### config.mk
export PLATFORM = sky130hd
export DESIGN_NAME = arbiter_4ch_rr
export DESIGN_NICKNAME = d
export VERILOG_FILES = /design/src/rtl/arbiter_4ch_rr.sv
export SDC_FILE = /design/constraint.sdc
export NUM_CORES = 1
export LEC_CHECK = 0
export CAP_MARGIN = 10
export CELL_PAD_IN_SITES_DETAIL_PLACEMENT = 0
export CELL_PAD_IN_SITES_GLOBAL_PLACEMENT = 1
export CORE_AREA = 2 2 39 41
export CTS_CLUSTER_SIZE = 28
export DETAILED_ROUTE_END_ITERATION = 7
export DIE_AREA = 0 0 41 43
export GPL_ROUTABILITY_DRIVEN = 0
export HOLD_SLACK_MARGIN = 0.02
export PLACE_DENSITY = 0.73
export SYNTH_ARGS = -nofsm -noshare
export SYNTH_HDL_FRONTEND = slang
export SYNTH_SLANG_ARGS = --single-unit
### constraint.sdc
create_clock -name clk -period 1.65 [get_ports clk]
set_input_delay 0.33 -clock clk [delete_from_list [all_inputs] [get_ports clk]]
set_output_delay 0.33 -clock clk [all_outputs]
set_load 0.03 [all_outputs]
### src/rtl/arbiter_4ch_rr.sv
`default_nettype none
// ============================================================================
// Module      : arbiter_4ch_rr
// Description : Four-channel round-robin arbiter. It feeds a 2-to-4 decoder
//               with {a,b} as the granted index and en as the grant-valid
//               enable. Grants are break-before-make: en drops for at least
//               one cycle between any two grants.
// Parameters  : HOLD_MAX - maximum grant length in cycles (2..31), used only
//                          when ARB_TIMEOUT_EN is defined
//               CNT_W    - hold-counter width, 2**CNT_W > HOLD_MAX
// Ports       : clk     in   clock, rising edge
//               rst_n   in   asynchronous active-low reset
//               req     in   [3:0] per-channel request, held while in use
//               done    in   grantee releases the grant (GRANT only)
//               a       out  granted index MSB
//               b       out  granted index LSB
//               en      out  grant valid
//               timeout out  one-cycle pulse after a forced release
// Options     : `define ARB_TIMEOUT_EN to build the hold counter and forced
//               release; otherwise timeout is tied to 0.
// Revision    : 1.0 - initial release
// ============================================================================
module arbiter_4ch_rr #(
    parameter int HOLD_MAX = 16,
    parameter int CNT_W    = 5
) (
    input  logic       clk,
    input  logic       rst_n,
    input  logic [3:0] req,
    input  logic       done,
    output logic       a,
    output logic       b,
    output logic       en,
    output logic       timeout
);

    typedef enum logic [0:0] {
        IDLE  = 1'b0,
        GRANT = 1'b1
    } state_t;

    state_t     r_state;
    logic [1:0] r_ptr;
    logic       r_a;
    logic       r_b;
    logic       r_en;

    logic       w_found;
    logic [1:0] w_sel;
    logic [1:0] w_cand;
    logic [1:0] w_idx;
    logic       w_rel_user;
    logic       w_release;

    // Rotating priority scan: first requester at ptr, ptr+1, ... (mod 4).
    always_comb begin
        w_found = 1'b0;
        w_sel   = r_ptr;
        w_cand  = r_ptr;
        for (int k = 0; k < 4; k++) begin
            w_cand = r_ptr + 2'(k);
            if (!w_found && req[w_cand]) begin
                w_found = 1'b1;
                w_sel   = w_cand;
            end
        end
    end

    assign w_idx      = {r_a, r_b};
    assign w_rel_user = done | ~req[w_idx];

`ifdef ARB_TIMEOUT_EN
    logic [CNT_W-1:0] r_cnt;
    logic             r_timeout;
    logic             w_rel_to;

    // A forced release only counts when no user release applies at that edge.
    assign w_rel_to  = (r_cnt == CNT_W'(HOLD_MAX)) & ~w_rel_user;
    assign w_release = w_rel_user | w_rel_to;
    assign timeout   = r_timeout;
`else
    logic [CNT_W-1:0] unused_hold;

    assign unused_hold = CNT_W'(HOLD_MAX);
    assign w_release   = w_rel_user;
    assign timeout     = 1'b0;
`endif

    always_ff @(posedge clk or negedge rst_n) begin
        if (!rst_n) begin
            r_state   <= IDLE;
            r_ptr     <= 2'd0;
            r_a       <= 1'b0;
            r_b       <= 1'b0;
            r_en      <= 1'b0;
`ifdef ARB_TIMEOUT_EN
            r_cnt     <= '0;
            r_timeout <= 1'b0;
`endif
        end else begin
`ifdef ARB_TIMEOUT_EN
            // Pulse lasts only the first IDLE cycle after a forced release.
            r_timeout <= 1'b0;
`endif
            case (r_state)
                IDLE: begin
                    // {a,b} keep the last index while nobody requests.
                    if (w_found) begin
                        {r_a, r_b} <= w_sel;
                        r_en       <= 1'b1;
                        r_state    <= GRANT;
`ifdef ARB_TIMEOUT_EN
                        r_cnt      <= CNT_W'(1);
`endif
                    end
                end
                GRANT: begin
                    // Other channels' requests are not looked at here.
                    if (w_release) begin
                        r_en    <= 1'b0;
                        r_ptr   <= w_idx + 2'd1;
                        r_state <= IDLE;
`ifdef ARB_TIMEOUT_EN
                        r_cnt     <= '0;
                        r_timeout <= w_rel_to;
`endif
                    end else begin
`ifdef ARB_TIMEOUT_EN
                        r_cnt <= r_cnt + CNT_W'(1);
`endif
                    end
                end
                default: begin
                    r_state <= IDLE;
                    r_en    <= 1'b0;
                end
            endcase
        end
    end

    assign a  = r_a;
    assign b  = r_b;
    assign en = r_en;

endmodule
`default_nettype wire

==> impl_metrics.env <==
export IMPL_outcome="complete, no violations"
export IMPL_syn_nets=52
export IMPL_rows=14
export IMPL_netlist_area_um2=422.9
export IMPL_synth_edf_count=0
export IMPL_cts_root_buf="clkbuf_4"
export IMPL_overflow=0
export IMPL_pin_count=11
export IMPL_first_pass_iters=4
export IMPL_yosys_register_bits=6
export IMPL_leakage_nw=0.2469
export IMPL_yosysSeqAreaShare_pct=35.50
export IMPL_critical_path_top_delay_family="buffers and inverters"
export IMPL_instances_no_fill=76
export IMPL_cts_path_max_buffers=2
export IMPL_wl_per_cell_um=11.79
export IMPL_dieWidth_um=41
export IMPL_max_freq_mhz=621.3
export IMPL_place_inst=73
export IMPL_required_ps=1320
export IMPL_clk_latency_ps=240
export IMPL_drive_gt1_share_pct=21.67
export IMPL_path_clk_slew_ps=40
export IMPL_synth_cell_types=23
export IMPL_crit_chain="clkdlybuf4s50_1"
export IMPL_ys_warn_count=0
export IMPL_fillCellCount=150
export IMPL_maxCapViolations=0
export IMPL_start_util_pct=30.56
export IMPL_regArea_um2=150.1
export IMPL_stdcell_area_um2=571.8
export IMPL_antenna_left=0
export IMPL_yosysTopAreaCell="dfrtp_1"
export IMPL_critPathBufInv=1
export IMPL_hold_slack_ps=318.7
export IMPL_crit_slowest_cell="clkdlybuf4s50_1"
export IMPL_postCtsHoldBufs=0
export IMPL_grt_use_total_pct=12.97
export IMPL_arrival_ps=1280
export IMPL_reg2regPathDepth=4
export IMPL_crit_fanout=3
export IMPL_grt_pass1_vias=351
export IMPL_post_cts_buffers=0
export IMPL_fin_util_pct=41.32
export IMPL_setup_viol=0
export IMPL_dpl_cell_area_um2=551.8
export IMPL_grt_pass1_wl_mm=1.469
export IMPL_critPathKind="flop to output pin"
export IMPL_drt_iter0_markers=11
export IMPL_fin_crit_sh_pct=97.55
export IMPL_grt_max_degree=9
export IMPL_fin_crit_ps=1610
export IMPL_regToRegStartpoint="b$_DFFE_PN0P_"
export IMPL_n_antenna_cell=0
export IMPL_cts_sinks=6
export IMPL_yosysTopAreaCellShare_pct=35.50
export IMPL_hold_class="input port to asynchronous set/reset pin"
export IMPL_power_density_mw_per_mm2=1634
export IMPL_syn_area_per_cell_um2=9.398
export IMPL_slowest_delay_ps=680
export IMPL_final_nets=69
export IMPL_multi_input_area_um2=246.5
export IMPL_grt_setup_unrepaired="false"
export IMPL_synth_flop_cell="dfrtp_1"
export IMPL_numPortBuffers=9
export IMPL_num_vias=376
export IMPL_end_kind="output pin"
export IMPL_r2r_end="r_ptr[1]$_DFFE_PN0P_"
export IMPL_die_area_mm2=0.001763
export IMPL_synth_common_cells="dfrtp_1, nand2_1, a21oi_1, nor2b_1, o21ai_0"
export IMPL_dp_hpwl_um=740.2
export IMPL_dieHeight_um=43
export IMPL_peakVddDrop_mv=0.8186
export IMPL_cts_buffers=3
export IMPL_startpoint_type="flop"
export IMPL_syn_to_final_growth_pct=35.21
export IMPL_netlist_instances=45
export IMPL_antenna_found_initial=0
export IMPL_wl_um=896
export IMPL_synthArstFlopShare_pct=100.0
export IMPL_drc=0
export IMPL_h_tree_depth=1
export IMPL_core_area_mm2=0.001384
export IMPL_finalClockSkew_ps=1.275
export IMPL_viasPerCell=4.947
export IMPL_r2r_slack_ps=150
export IMPL_maxSlewViolCount=0
export IMPL_synthTopCellsByArea="dfrtp_1, nor2b_4, a21oi_1, nor2b_1, mux4_2"
export IMPL_cts_tree="built"
export IMPL_cts_resized=2
export IMPL_final_hold_viol_count=0
[worst max path at each step]
stage,startpoint,to,slack (ps),depth (start not counted)
floorplan,b$_DFFE_PN0P_,r_ptr[0]$_DFFE_PN0P_,30,4
global placement,req[0],r_ptr[1]$_DFFE_PN0P_,-180,5
detailed placement,req[0],r_ptr[1]$_DFFE_PN0P_,-200,5
CTS,en$_DFFE_PN0P_,en,20,1
global route,req[0],r_ptr[1]$_DFFE_PN0P_,0.6,5
finish,en$_DFFE_PN0P_,en,40,1
[state kept, by name (all words and copies together) (netlist names)]
register / count
b: 1
a: 1
r_ptr: 2
r_state: 1
en: 1
[layout make-up]
type / count / share of cell area, %
multi-input combinational: 35 / 43.11
sequential: 6 / 26.26
timing repair buffer: 14 / 21.88
clock buffer: 3 / 3.939
tap: 16 / 3.501
inverter: 2 / 1.313
[cells in the final DEF (no fill, tap or decap)]
master	count
clkdlybuf4s50_1	7
nand2_1	6
dfrtp_1	6
a21oi_1	5
buf_4	5
nor2b_1	4
o21ai_0	3
clkbuf_4	3
nor2b_4	2
inv_1	2
mux2i_1	2
dlygate4sd2_1	2
nor4_1	1
or2_2	1
mux4_2	1
nor2_1	1
o221ai_1	1
xnor2_1	1
mux2_2	1
o22ai_1	1
nor3b_1	1
nor4bb_1	1
o32ai_1	1
o31ai_1	1
conb_1	1
[where the power goes]
part	total, mW	internal (mW)	switching [mW]
Combinational	0.476	0.244	0.233
Clock	0.132	0.0820	0.0495
Sequential	0.327	0.225	0.102
[logic make-up after synthesis]
kind of cell	synth area share, %
and+or+nand+nor	25.74
AOI/OAI and AO/OA	16.86
DFF	35.50
muxes	12.72
buffers and inverters	6.214
xor gates and xnor gates	2.071
other	0.8867
[layer usage]
metal / vias up / routed length [um] / track usage (%) / share of wire, %
met1: 183 / 411 / 16.23 / 46
met3: 0 / 14 / 4.712 / 1.6
met4: 0 / 0 / 6.000 / 0
li1: 190 / - / - / -
met5: - / 0 / 0 / 0
met2: 3 / 470 / 19.06 / 52
[through the flow]
stage / setup slack [ps] / total power, mW / TNS (ps)
floorplan: 30.63 / 0.6572 / 0
global placement: -176.8 / 0.8256 / -602.5
detailed placement: -196.8 / 0.8324 / -642.0
CTS: 21.63 / 0.9524 / 0
global route: 0.6032 / 1.005 / 0
finish: 40.43 / 0.9344 / 0
Power figures use the tool's default switching activity.
==> variant (same settings) <==
Register the output `en` once more, with the module's reset; this adds one clock of latency there. The other outputs are not delayed to match.
--- a/src/rtl/arbiter_4ch_rr.sv
+++ b/src/rtl/arbiter_4ch_rr.sv
@@ -141,5 +141,11 @@
     assign a  = r_a;
     assign b  = r_b;
-    assign en = r_en;
+    always_ff @(posedge clk or negedge rst_n) begin
+        if (!rst_n) begin
+            en <= '0;
+        end else begin
+            en <= r_en;
+        end
+    end
 
 endmodule
Check against the original RTL: not equivalent (a bounded check fails within 4 cycles, from zero or initial values and one cycle with rst_n low).
==> variant against the unedited design <==
- design area up 5.5%
- worst setup slack better by 0.025 ns
- power up 12%
- global-route usage up 1.4 points
- sequential power up 4%
- die area unchanged
- synthesized area up 7.7%
- wire length up 6.9%
- clock skew about the same
- sequential cell count up 1
- non-clock buffer count down 1
==> variant: results (changes against the unedited design) <==
| Step | Quantity | Value | vs unedited |
|---|---|---|---|
| worst setup path | Crit path launch | a |  |
| yosys | Portion of the post-synthesis area used by sequential elements | 38.5% | +3.0 points |
| detailed routing | Total met2 wirelength after detailed routing | 491 um | +4.5% |
| global route | Global-route wire length before repair | 1.76 mm | +20% |
| global route | Number of global-route vias before repair | 425 | +21% |
| yosys | Leading post-synthesis cells by instance count | sky130_fd_sc_hd__nand2_1 (8), sky130_fd_sc_hd__dfrtp_1 (7), sky130_fd_sc_hd__inv_1 (5) |  |
| worst setup path | Flop-to-flop setup slack | 0.38 ns | +0.23 ns |
| power and ir drop | Leakage | 0.265 nW | +7.5% |
| global route | Met3 usage | 3.14% | -1.6 points |
| worst setup path | Depth of the worst register-to-register path | 5 | +1 |
| timing | Final setup skew | 0.000821 ns | -0.000454 ns |
| detailed routing | Routed via count | 426 | +13% |
| yosys | XOR/XNOR share of the synthesized area | 0% | -2.1 points |
| worst setup path | Timing endpoint of the critical path | a |  |
| global route | Global routing usage summed across all routing layers | 14.4% | +1.4 points |
| placement | Worst setup slack after placement | -0.0262 ns | +0.171 ns |
| final layout | Net count reported at finish | 75 | +8.7% |
| global route | Met1 Usage GRT | 19.4% | +3.2 points |
| detailed routing | Met1 routed wirelength after detailed routing | 428 um | +4.1% |
| power and ir drop | Internal power consumption | 0.617 mW | +12% |
| placement | Sum of net half-perimeters after detailed placement | 798 um | +7.8% |
| status | Outcome | finished, final reports clean |  |
| detailed routing | Post-DR wirelength/cell | 11.5 um | -2.1% |
| global route | Met2 track utilization from global routing | 21.3% | +2.2 points |
| power and ir drop | Maximum VDD drop | 0.534 mV | -35% |
| timing | Final worst-path cycle share | 96.1% | -1.5 points |
| worst setup path | Highest fanout seen on the critical path | 2 | -1 |
| yosys | Main area contributors after synthesis | sky130_fd_sc_hd__dfrtp_1 (38%), sky130_fd_sc_hd__nand2_1 (6.6%), sky130_fd_sc_hd__o31ai_2 (5.5%) |  |
-- variant: final cells by class --
type / count / area, sq um
clock buffers: 4 / 26.3
fillers: 146 / 781
inverters: 5 / 18.8
multi-input cells: 38 / 243
flip-flops and latches: 7 / 175
well taps: 16 / 20.0
repair buffers: 13 / 120
-- variant: power by group through the flow --
stage / Sequential, mW / Combinational, mW / Clock, mW
6_report: 0.340 / 0.562 / 0.146
4_1_cts: 0.339 / 0.566 / 0.153
2_1_floorplan: 0.419 / 0.280 / 0
3_5_place_dp: 0.342 / 0.566 / 0
5_1_grt: 0.350 / 0.628 / 0.165
3_3_place_gp: 0.341 / 0.565 / 0
-- variant: per-stage QoR --
stage	TNS [ns]	instance area (sq um)	hold WS [ns]	total power [mW]	instances
finish	0	603	0.343	1.05	83
global route	0	603	0.364	1.14	83
CTS	0	603	0.350	1.06	83
detailed placement	-0.0425	577	0.414	0.908	79
global placement	-0.0576	577	0.408	0.907	79
floorplan	0	455	0.0344	0.699	52
